**src/rtl/dmem_port_arbiter.sv**
```systemverilog
// dmem_port_arbiter
//   Shares the single data-memory port between the pipeline MEM stage (CPU)
//   and an external debug/loader master (DBG). One access is granted per
//   cycle. The CPU normally has priority. DBG wins once it has waited
//   STARVE_MAX contended cycles. DBG may also lock the port for multi-beat
//   loads.
// Ports
//   clk, reset                 clock; synchronous active-low reset
//   cpu_rd/wr/addr/wdata/funct3  MEM-stage request
//   cpu_rdata, cpu_stall       load data (raw mem_rdata); pipeline freeze
//   dbg_req/we/lock/addr/wdata  DBG request (word access)
//   dbg_gnt                    DBG access performed this cycle
//   dbg_rvalid, dbg_rdata      registered DBG read return
//   mem_rd/wr/addr/wdata/funct3, mem_rdata  datamemory port
module dmem_port_arbiter #(
  parameter int DATA_W     = 32,
  parameter int DM_ADDRESS = 9,
  parameter int STARVE_MAX = 4
) (
  input  logic                  clk,
  input  logic                  reset,
  input  logic                  cpu_rd,
  input  logic                  cpu_wr,
  input  logic [DM_ADDRESS-1:0] cpu_addr,
  input  logic [DATA_W-1:0]     cpu_wdata,
  input  logic [2:0]            cpu_funct3,
  output logic [DATA_W-1:0]     cpu_rdata,
  output logic                  cpu_stall,
  input  logic                  dbg_req,
  input  logic                  dbg_we,
  input  logic                  dbg_lock,
  input  logic [DM_ADDRESS-1:0] dbg_addr,
  input  logic [DATA_W-1:0]     dbg_wdata,
  output logic                  dbg_gnt,
  output logic                  dbg_rvalid,
  output logic [DATA_W-1:0]     dbg_rdata,
  output logic                  mem_rd,
  output logic                  mem_wr,
  output logic [DM_ADDRESS-1:0] mem_addr,
  output logic [DATA_W-1:0]     mem_wdata,
  output logic [2:0]            mem_funct3,
  input  logic [DATA_W-1:0]     mem_rdata
);

  localparam int WW = $clog2(STARVE_MAX + 1);
  localparam logic [WW-1:0] WAIT_MAX = WW'(STARVE_MAX);

  typedef enum logic {ARB, LOCK} state_t;

  state_t          state, state_nxt;
  logic [WW-1:0]   dbg_wait;
  logic            cpu_act, cpu_gnt;

  assign cpu_act   = cpu_rd | cpu_wr;
  assign cpu_rdata = mem_rdata;

  // state register
  always_ff @(posedge clk) begin
    if (!reset) state <= ARB;
    else        state <= state_nxt;
  end

  // next state: the cycle that drops dbg_lock is still DBG-owned
  always_comb begin
    state_nxt = state;
    case (state)
      ARB:  if (dbg_gnt && dbg_lock) state_nxt = LOCK;
      LOCK: if (!dbg_lock)           state_nxt = ARB;
      default: state_nxt = ARB;
    endcase
  end

  // grant and port mux; everything is held quiet while in reset
  always_comb begin
    dbg_gnt = 1'b0;
    cpu_gnt = 1'b0;
    if (reset) begin
      if (state == LOCK) begin
        dbg_gnt = dbg_req;
      end else begin
        dbg_gnt = dbg_req & (~cpu_act | (dbg_wait == WAIT_MAX));
        cpu_gnt = cpu_act & ~dbg_gnt;
      end
    end
    cpu_stall  = reset & cpu_act & ~cpu_gnt;
    mem_rd     = dbg_gnt ? ~dbg_we : (cpu_gnt & cpu_rd);
    mem_wr     = dbg_gnt ?  dbg_we : (cpu_gnt & cpu_wr);
    // the mux rests on the CPU side when DBG is not granted
    mem_addr   = dbg_gnt ? dbg_addr  : cpu_addr;
    mem_wdata  = dbg_gnt ? dbg_wdata : cpu_wdata;
    mem_funct3 = dbg_gnt ? 3'b010    : cpu_funct3;
  end

  // starvation counter and registered DBG read return
  always_ff @(posedge clk) begin
    if (!reset) begin
      dbg_wait   <= '0;
      dbg_rvalid <= 1'b0;
      dbg_rdata  <= '0;
    end else begin
      if (dbg_gnt || !dbg_req)    dbg_wait <= '0;
      else if (dbg_wait != WAIT_MAX) dbg_wait <= dbg_wait + WW'(1);
      dbg_rvalid <= dbg_gnt & ~dbg_we;
      if (dbg_gnt && !dbg_we) dbg_rdata <= mem_rdata;
    end
  end

endmodule

```
**config.mk**
```make
export PLATFORM = sky130hd
export DESIGN_NAME = dmem_port_arbiter
export DESIGN_NICKNAME = d
export VERILOG_FILES = /design/src/rtl/dmem_port_arbiter.sv
export SDC_FILE = /design/constraint.sdc
export NUM_CORES = 1
export LEC_CHECK = 0
export BUFFER_PORTS_ARGS = -buffer_cell sky130_fd_sc_hd__buf_2
export CAP_MARGIN = 20
export CORE_MARGIN = 5
export CORE_UTILIZATION = 30
export CTS_BUF_LIST = sky130_fd_sc_hd__clkbuf_16
export DETAILED_ROUTE_END_ITERATION = 10
export PLACE_DENSITY = 0.7
export REMOVE_ABC_BUFFERS = 1
export SLEW_MARGIN = 25
export SYNTH_ARGS = -nofsm -noshare
export SYNTH_HDL_FRONTEND = slang
export SYNTH_SLANG_ARGS = --single-unit
```
**constraint.sdc**
```tcl
create_clock -name clk -period 2.9 [get_ports clk]
set_input_delay 0.29 -clock clk [delete_from_list [all_inputs] [get_ports clk]]
set_output_delay 0.29 -clock clk [all_outputs]
set_load 0.02 [all_outputs]
```
==> results.toml <==
[sta]
finalCritPeriodShare_pct = 88.65
slew_violations = 0
fmax_mhz = 389.0
tns_ns = 0
finalClockSkew_ns = 0.007516
whs_ns = 0.2513
min_period_ns = 2.571
setup_violations = 0
slew_headroom_pct = 56.12
hold_viol = 0
worstMarginPinSlew_ns = 0.6582
rsz0062_at_grt = "no"

[finish]
multi_input_area_um2 = 1234
areaGrowthSynthToFinish_pct = 48.36
final_nets = 577
post-route-util_pct = 45.03
ff_latch_area_um2 = 740.7
fillCellCount = 771
drive_gt1_share_pct = 63.33
n_antenna_cell = 0

[die]
io_pins = 237
rows = 32
die_h_um = 97.96
die_x_um = 97.96
initial_utilization_pct = 30.35
dieArea_um2 = 9595
core_area_um2 = 7647

[logic_synthesis]
synth_seq_area_share_pct = 31.91
synth_top_area_share_pct = 31.91
synth_seq_cells = 37
synth_cell_type_count = 27
syn-cell-area_um2 = 2321
yosysTopAreaCell = "dfxtp_1"
syn_inst = 252
ys_warn_count = 0
synth.avg_cell_area_um2 = 9.210
synth.area.top_cells = "dfxtp_1 (32%), mux2_2 (17%), mux2i_1 (14%)"

[drt]
top_layer_used = "met5"
wl_met3_um = 987
drc = 0
m1WireLength_um = 3405
vias = 2373
viasPerCell = 4.299
drt_iter0_drc = 69
drt_wl_total_um = 8886
wl_met2_um = 4292
first_pass_iters = 4
wl_per_cell_um = 16.10
ant_nets = 0

[global_route]
grt_pass1_wl_um = 13160
grt_max_degree = 73
grtUsageTotal_pct = 17.49
grt_pass1_vias = 2356
grt_overflow = 0
antenna_found_initial = 2

[clock_network]
numCtsBuffers = 5
clkTransAtPathRegs_ns = 0.06
ctsResizeCount = 0
clk_latency_ns = 0.27
ctsHoldBuffers = 0
h-tree-depth = 2
cts_setup_buffers = 0
max-clock-path-buffers = 2
cts.sinks = 37
cts_root_buf = "clkbuf_16"
tritoncts = "built"

[pwr]
p_int_mw = 0.9932
p_sw_mw = 0.4107
pwr-share-comb_pct = 28.0
sw_frac_of_total_pct = 29.26
p_leak_nw = 1.770
ir_drop_mv = 0.2110
pwr-share-seq_pct = 37.6
powerDensity_nw_per_um2 = 407.7
pwr-share-clk_pct = 34.5

[worst_hold_path]
hp-class = "input port to flip-flop"

[critical_path]
arrival_ns = 2.28
worstSetupPathType = "flip-flop to primary output"
start_kind = "flip-flop"
cp.required_ns = 2.61
crit_path_max_fanout = 46
cp-end-kind = "primary output"

[placement]
place_congestion = 0.8442
port_buffers = 236
dp_hpwl_um = 7664

[job]
maxCapViolCount = 0

[outcome]
outcome = "complete, no violations"
power groups by stage:
stage	combinational, mW	clock (mW)	sequential (mW)
detailed placement	0.396	0	0.538
CTS	0.397	0.505	0.527
global route	0.419	0.533	0.529
finish	0.392	0.484	0.528
floorplan	0.147	0	0.552
global placement	0.392	0	0.538
registers in the layout, indices dropped and copies added (netlist names):
register,flops
state,1
dbg_wait,3
dbg_rvalid,1
dbg_rdata,32
synthesized netlist by cell type:
master	number
buf_4	35
nand2b_1	1
mux2_1	5
nor2b_1	2
nor3b_1	2
a21oi_4	2
inv_1	2
o21ai_0	1
o21ba_2	1
mux2_2	36
buf_2	1
or2_2	1
and2_1	2
clkbuf_1	7
nand3_1	1
buf_6	4
o2bb2ai_1	1
nand2_1	68
and4_1	1
dfxtp_1	37
o211a_1	1
ha_1	2
mux2i_1	33
o22ai_1	1
a31oi_1	1
a21oi_1	1
nor2_1	3
routing by layer:
metal	track usage, %	vias to the layer above
met5	0	-
met2	29.90	132
met3	7.500	12
li1	-	1200
met4	5.751	4
met1	19.54	1025
path summary, 6_finish.rpt:
path                            cells past startpoint                      from  slack (ns)                          to
worst max-delay path                                7  dbg_wait[0]$_SDFFE_PP0P_        0.33               mem_wdata[27]
worst max register to register                      6  dbg_wait[0]$_SDFFE_PP0P_        1.16  dbg_rdata[25]$_SDFFE_PN0P_
worst min register to register                      1  dbg_wait[0]$_SDFFE_PP0P_        0.45    dbg_wait[0]$_SDFFE_PP0P_
worst min-delay path                                2                  dbg_lock        0.25            state$_SDFF_PN0_
placed cells by master, fill, tap and decap left out, drive strengths merged, types with 2 or more instances in the layout:
master	count
a21oi	3
and2	2
buf	239
clkbuf	5
dfxtp	37
ha	2
inv	2
mux2	41
mux2i	33
nand2	68
nor2	3
nor2b	2
nor3b	2
metrics by stage:
step                      power (mW)  cell area [µm²]  setup WS, ns  instances
after detailed placement      0.9338             3313        0.6263        546
after global routing           1.480             3443        0.1824        552
after global placement        0.9304             3313        0.6689        546
final                          1.404             3443        0.3293        552
after floorplan               0.6996             1982        0.5433        205
after CTS                      1.429             3443        0.3283        552
critical path, stage by stage (launching register included):
cell     delay [ns]
dfxtp_1        0.32
inv_1          0.06
ha_1           0.18
nand2_1        0.18
a21oi_4        0.15
buf_4          0.46
mux2_2         0.46
buf_2          0.18
cells by family (layout without fill, tap and decap cells):
logic type	Yosys count	after routing	share of synthesized area [%]
flops	37	37	31.91
mux	74	74	34.12
compound gates	9	9	3.612
buf+inv	49	247	14.93
fa+ha+maj	2	2	1.078
simple gates	81	81	14.34
layout make-up:
| type | instances | share of cell area, % |
|---|---|---|
| clock buffer | 5 | 3.634 |
| clock inverter | 1 | 0.1453 |
| inverter | 2 | 0.2180 |
| multi-input combinational | 166 | 35.83 |
| sequential | 37 | 21.51 |
| tap | 102 | 3.706 |
| timing repair buffer | 239 | 34.96 |
Power figures use the tool's default switching activity.
